File: config.mk
export PLATFORM = sky130hd
export DESIGN_NAME = ps2_rx_fifo
export DESIGN_NICKNAME = d
export VERILOG_FILES = /design/src/rtl/ps2_rx_fifo.sv
export SDC_FILE = /design/constraint.sdc
export NUM_CORES = 1
export LEC_CHECK = 0
export ABC_AREA = 1
export BUFFER_PORTS_ARGS = -buffer_cell sky130_fd_sc_hd__buf_2
export CAP_MARGIN = 20
export CORE_ASPECT_RATIO = 1.4
export CORE_MARGIN = 10
export CORE_UTILIZATION = 32
export DETAILED_ROUTE_END_ITERATION = 10
export PLACE_DENSITY_LB_ADDON = 0.2
export SETUP_SLACK_MARGIN = 0.2
export SLEW_MARGIN = 20
export SYNTH_ARGS = -nofsm -noshare
export SYNTH_HDL_FRONTEND = slang
export SYNTH_SLANG_ARGS = --single-unit
File: constraint.sdc
create_clock -name clk_sys -period 2.8 [get_ports clk_sys]
set_clock_uncertainty 0.2 [all_clocks]
set_input_delay 0.56 -clock clk_sys [delete_from_list [all_inputs] [get_ports clk_sys]]
set_output_delay 0.56 -clock clk_sys [all_outputs]
set_load 0.01 [all_outputs]
File: src/rtl/ps2_rx_fifo.sv
// rtl/ps2_rx_fifo.sv - PS/2 receiver with glitch filter, frame checks and byte FIFO
module ps2_rx_fifo #(
  parameter int          FIFO_DEPTH = 4,
  parameter logic [15:0] TIMEOUT    = 16'd40000,
  parameter int          FILT       = 4
) (
  input  logic       clk_sys,
  input  logic       reset_n,
  input  logic       ps2_clk,
  input  logic       ps2_data,
  input  logic       rd,
  output logic [7:0] dout,
  output logic       valid,
  output logic       busy,
  output logic       parity_err,
  output logic       frame_err,
  output logic       overflow
);

  localparam int AW = $clog2(FIFO_DEPTH);
  localparam int FW = $clog2(FILT + 1);

  typedef enum logic [1:0] {IDLE, DATA, PARITY, STOP} state_t;

  logic          clk_s1, clk_s2, data_s1, data_s2;
  logic          filt_clk;
  logic [FW-1:0] filt_cnt;
  logic          fall;

  state_t        state;
  logic [2:0]    bit_cnt;
  logic [7:0]    shreg;
  logic          par_bit;
  logic [15:0]   tmo_cnt;
  logic          push_req;
  logic [7:0]    push_data;

  logic [7:0]    mem [FIFO_DEPTH];
  logic [AW-1:0] wr_ptr, rd_ptr, rd_ptr_nxt;
  logic [AW:0]   count;
  logic          full, pop, do_push;

  always_ff @(posedge clk_sys or negedge reset_n) begin
    if (!reset_n) begin
      clk_s1  <= 1'b1;
      clk_s2  <= 1'b1;
      data_s1 <= 1'b1;
      data_s2 <= 1'b1;
    end else begin
      clk_s1  <= ps2_clk;
      clk_s2  <= clk_s1;
      data_s1 <= ps2_data;
      data_s2 <= data_s1;
    end
  end

  // The filtered level flips on the FILT-th consecutive differing sample.
  assign fall = filt_clk && !clk_s2 && (filt_cnt == FW'(FILT - 1));

  always_ff @(posedge clk_sys or negedge reset_n) begin
    if (!reset_n) begin
      filt_clk <= 1'b1;
      filt_cnt <= '0;
    end else if (clk_s2 == filt_clk) begin
      filt_cnt <= '0;
    end else if (filt_cnt == FW'(FILT - 1)) begin
      filt_clk <= clk_s2;
      filt_cnt <= '0;
    end else begin
      filt_cnt <= filt_cnt + FW'(1);
    end
  end

  always_ff @(posedge clk_sys or negedge reset_n) begin
    if (!reset_n) begin
      state      <= IDLE;
      bit_cnt    <= 3'd0;
      shreg      <= 8'h00;
      par_bit    <= 1'b0;
      tmo_cnt    <= 16'd0;
      push_req   <= 1'b0;
      push_data  <= 8'h00;
      parity_err <= 1'b0;
      frame_err  <= 1'b0;
    end else begin
      push_req   <= 1'b0;
      parity_err <= 1'b0;
      frame_err  <= 1'b0;
      if (fall) begin
        tmo_cnt <= 16'd0;
        case (state)
          IDLE: begin
            if (!data_s2) begin
              state   <= DATA;
              bit_cnt <= 3'd0;
            end
          end
          DATA: begin
            shreg   <= {data_s2, shreg[7:1]};
            bit_cnt <= bit_cnt + 3'd1;
            if (bit_cnt == 3'd7) state <= PARITY;
          end
          PARITY: begin
            par_bit <= data_s2;
            state   <= STOP;
          end
          STOP: begin
            state <= IDLE;
            if (!data_s2) begin
              frame_err <= 1'b1;
            end else if (^{shreg, par_bit}) begin
              push_req  <= 1'b1;
              push_data <= shreg;
            end else begin
              parity_err <= 1'b1;
            end
          end
          default: state <= IDLE;
        endcase
      end else if (state != IDLE) begin
        // A stalled frame is abandoned once the counter saturates at TIMEOUT.
        if (tmo_cnt == TIMEOUT) begin
          state     <= IDLE;
          frame_err <= 1'b1;
        end else begin
          tmo_cnt <= tmo_cnt + 16'd1;
        end
      end
    end
  end

  assign busy       = (state != IDLE);
  assign valid      = (count != '0);
  assign full       = (count == (AW + 1)'(FIFO_DEPTH));
  assign pop        = rd && valid;
  assign do_push    = push_req && (!full || pop);
  assign rd_ptr_nxt = pop ? rd_ptr + AW'(1) : rd_ptr;

  always_ff @(posedge clk_sys) begin
    if (do_push) mem[wr_ptr] <= push_data;
  end

  always_ff @(posedge clk_sys or negedge reset_n) begin
    if (!reset_n) begin
      wr_ptr   <= '0;
      rd_ptr   <= '0;
      count    <= '0;
      dout     <= 8'h00;
      overflow <= 1'b0;
    end else begin
      overflow <= push_req && full && !pop;
      rd_ptr   <= rd_ptr_nxt;
      if (do_push) wr_ptr <= wr_ptr + AW'(1);
      case ({do_push, pop})
        2'b10:   count <= count + (AW + 1)'(1);
        2'b01:   count <= count - (AW + 1)'(1);
        default: count <= count;
      endcase
      // Bypass the write when the new byte lands at the head.
      if (do_push && (wr_ptr == rd_ptr_nxt)) dout <= push_data;
      else                                   dout <= mem[rd_ptr_nxt];
    end
  end

endmodule
==> metrics <==
antenna diode instance count=0; launching point of the worst reg2reg path=filt_cnt[0]; unrepaired setup endpoints after global routing=no; post-layout total power=3838 uW; Post-CTS Repair Setup Buffers=0; area share of the largest cell type after synthesis=31.67%; total grt overflow=0; number of levels the H-tree was split into=3; horizontal die dimension=122.9 um; wire length after detailed routing=9716 um; worst slew margin relative to its limit=54.76%; terminus of the critical flop-to-flop path=state[0]; hpwl dp=7049 um; maximum number of pins on one net before global-route repair=66; nets=576; post-detailed-route wirelength per cell=around 13 um; Die Y=164.0 um; number of filler cells placed in the layout=1,448; Avg Cell Area, Syn=between 8 and 9 um2; via count of the first global-routing pass=3,476; number of nets in the synthesized netlist=approximately 550; Sequential cell area=0.002594 mm2; total standard cell area after synthesis=0.004741 mm2; run status=finished, final reports clean; Pins Over Slew Limit=0; Reg clk slew, reported paths=0.07 ns; post-synth cell types=35; critical path fanouts, max=18; global routing usage summed across all routing layers=10.45%; number of ports placed on the die boundary=18; standard-cell row count=52; sink count of the clock tree=97; post-layout utilization of the core=36.95%; post-synth top area cell=sky130_fd_sc_hd__dfrtp_1; Total Negative Setup Slacks=0 ns; first drt pass iteration count=4; CTS Hold Bufs=0; later-pin clock latency in the skew report=~0.35 ns; area of the core region=0.01451 mm2; full die area=0.02015 mm2; number of buffer cells added on primary ports=17; via count normalized by instance count=4.559; worst endpoint data arrival time=2.14 ns; most frequent cells in the layout=sky130_fd_sc_hd__nand2_1 (179), sky130_fd_sc_hd__inv_1 (68), sky130_fd_sc_hd__dfrtp_1 (60); Worst setup SP type=register; CP Class=reg -> reg; starting density of the core=about a third; CTS buffer count=9; clock tree from TritonCTS=done; slew at the pin closest to its max-slew limit=0.6761 ns; worst hold margin=0.01862 ns; most frequent standard cell in the layout excluding fill and tap cells=sky130_fd_sc_hd__nand2_1; Cells after Synth=roughly 530; area of the multi-input gates=about 0.0018 mm2; cts repair resizes=0; layout cell share with drive strength beyond 1=12.30%; critical path capture point=state[0]; global-route wire length before repair=16,650 um; DR vias=between 3,000 and 4,000; endpoint type of the worst setup path=register; final cycle utilization of the critical path=75.34%; number of antenna violations at the first check in global routing=0; Ys Warns=0; Synth-to-Final Area Change=13.09%; final critical-path required period=~2.1 ns; remaining number of nets flagged by the antenna check after routing=0; placed standard-cell area=0.005041 mm2; final design instance area without fill=0.005361 mm2; RD Place Congestion=around 0.86; share of the yosys chip area belonging to registers=54.71%; cell types occupying the most area after synthesis=sky130_fd_sc_hd__dfrtp_1 (32%), sky130_fd_sc_hd__edfxtp_1 (20%), sky130_fd_sc_hd__nand2_1 (14%); DRC violation count after routing=0; Starting DRT DRC Count=148; data required time of the worst path=2.83 ns; reg-to-reg setup timing slack=between 0.6 and 0.7 ns; power per standard cell area=715.8 mW/mm2; Worst Reg-to-Reg Cells=9; synthesized flop and latch total=97; count of max-cap constraint violations=0; class of the tightest hold or removal check=in -> async; Peak supply drop=0.0002982 V; static leakage=between 0.002 and 0.0025 uW; maximum achievable frequency=0.4741 GHz; maximum buffer depth of the clock tree=2; Worst setup startpoint=filt_cnt[0]; library cell used as clock root buffer=sky130_fd_sc_hd__clkbuf_16; endpoints failing hold=0; final setup violation count=0
[layer usage]
layer | vias up | part of all wire, % | global-route usage, %
met5 | - | 0 | 0
met4 | 0 | 2.2 | 5.263
met3 | 12 | 2.4 | 1.787
met2 | 34 | 53 | 18.89
met1 | 1609 | 43 | 11.35
li1 | 1764 | - | -
[cell usage after synthesis]
cell and n:
sky130_fd_sc_hd__o31ai_1 4, sky130_fd_sc_hd__dfrtp_1 60, sky130_fd_sc_hd__nand4_1 11, sky130_fd_sc_hd__or2_2 2
sky130_fd_sc_hd__ha_1 14, sky130_fd_sc_hd__nor2_2 2, sky130_fd_sc_hd__a32o_1 2, sky130_fd_sc_hd__buf_12 1
sky130_fd_sc_hd__nor2_4 3, sky130_fd_sc_hd__edfxtp_1 32, sky130_fd_sc_hd__buf_6 2, sky130_fd_sc_hd__dfstp_2 5
sky130_fd_sc_hd__o21ai_0 31, sky130_fd_sc_hd__nand3_1 43, sky130_fd_sc_hd__buf_4 1, sky130_fd_sc_hd__buf_2 2
sky130_fd_sc_hd__nand2_4 4, sky130_fd_sc_hd__nand2_2 6, sky130_fd_sc_hd__nand2_1 179, sky130_fd_sc_hd__nand3_2 3
sky130_fd_sc_hd__a22oi_1 1, sky130_fd_sc_hd__inv_6 1, sky130_fd_sc_hd__o211ai_1 1, sky130_fd_sc_hd__nor3_1 5
sky130_fd_sc_hd__inv_1 68, sky130_fd_sc_hd__inv_2 2, sky130_fd_sc_hd__a21oi_1 6, sky130_fd_sc_hd__a31oi_4 1
sky130_fd_sc_hd__clkbuf_1 1, sky130_fd_sc_hd__fa_1 1, sky130_fd_sc_hd__xor2_1 7, sky130_fd_sc_hd__nor2_1 26
sky130_fd_sc_hd__clkinv_1 1, sky130_fd_sc_hd__o211ai_2 1, sky130_fd_sc_hd__a31o_2 2
[logic make-up after synthesis]
kind of cell	Yosys count	synth area share, %
buffers and inverters	79	7.152
flip-flops	97	54.71
adder cells (fa/ha/maj)	15	4.117
AO/OA/AOI/OAI	49	6.361
AND/OR/NAND/NOR	284	26.37
XOR/XNOR	7	1.293
[state kept, by name, indices dropped and copies added (netlist names), 2 cells and up]
name,flops
tmo_cnt,16
wr_ptr,2
filt_cnt,3
count,3
shreg,8
bit_cnt,3
rd_ptr,2
state,2
dout,8
push_data,8
mem,32
[worst min path at each step]
stage,from,to,slack (ns),cells after the start
3_3_place_gp,data_s1,data_s2,0.15,0
3_5_place_dp,data_s1,data_s2,0.15,0
6_report,reset_n,dout[3],0.02,2
2_1_floorplan,reset_n,bit_cnt[0],0.06,0
4_1_cts,reset_n,dout[3],0.03,2
5_1_grt,reset_n,dout[3],0.04,2
[power by group]
part           internal [uW]  total (uW)  switching (uW)
sequential              1590        1660            72.7
clock                    721        1310             589
combinational            290         867             577
[final cells by class]
class	instances	share of cell area [%]
flip-flops and latches	97	48.38
clock buffers	9	4.201
repair buffers	21	2.380
multi-input cells	355	33.72
clock inverters	7	1.774
inverters	72	5.134
well taps	189	4.411
[critical path: stages (launching register included)]
cell	delay, ns
sky130_fd_sc_hd__dfrtp_1	0.37
sky130_fd_sc_hd__ha_1	0.15
sky130_fd_sc_hd__inv_1	0.05
sky130_fd_sc_hd__nor2_2	0.11
sky130_fd_sc_hd__nand2_1	0.11
sky130_fd_sc_hd__buf_4	0.20
sky130_fd_sc_hd__nor2_4	0.31
sky130_fd_sc_hd__inv_1	0.14
sky130_fd_sc_hd__o211ai_2	0.23
sky130_fd_sc_hd__o21ai_0	0.12
[through the flow]
step | setup WS (ns) | instances
final | 0.6905 | 750
after CTS | 0.6619 | 750
after detailed placement | 0.4428 | 734
after global routing | 0.4444 | 750
after floorplan | 0.8916 | 531
after global placement | 0.5155 | 734
Note: power is estimated with default switching activity, not from simulation.
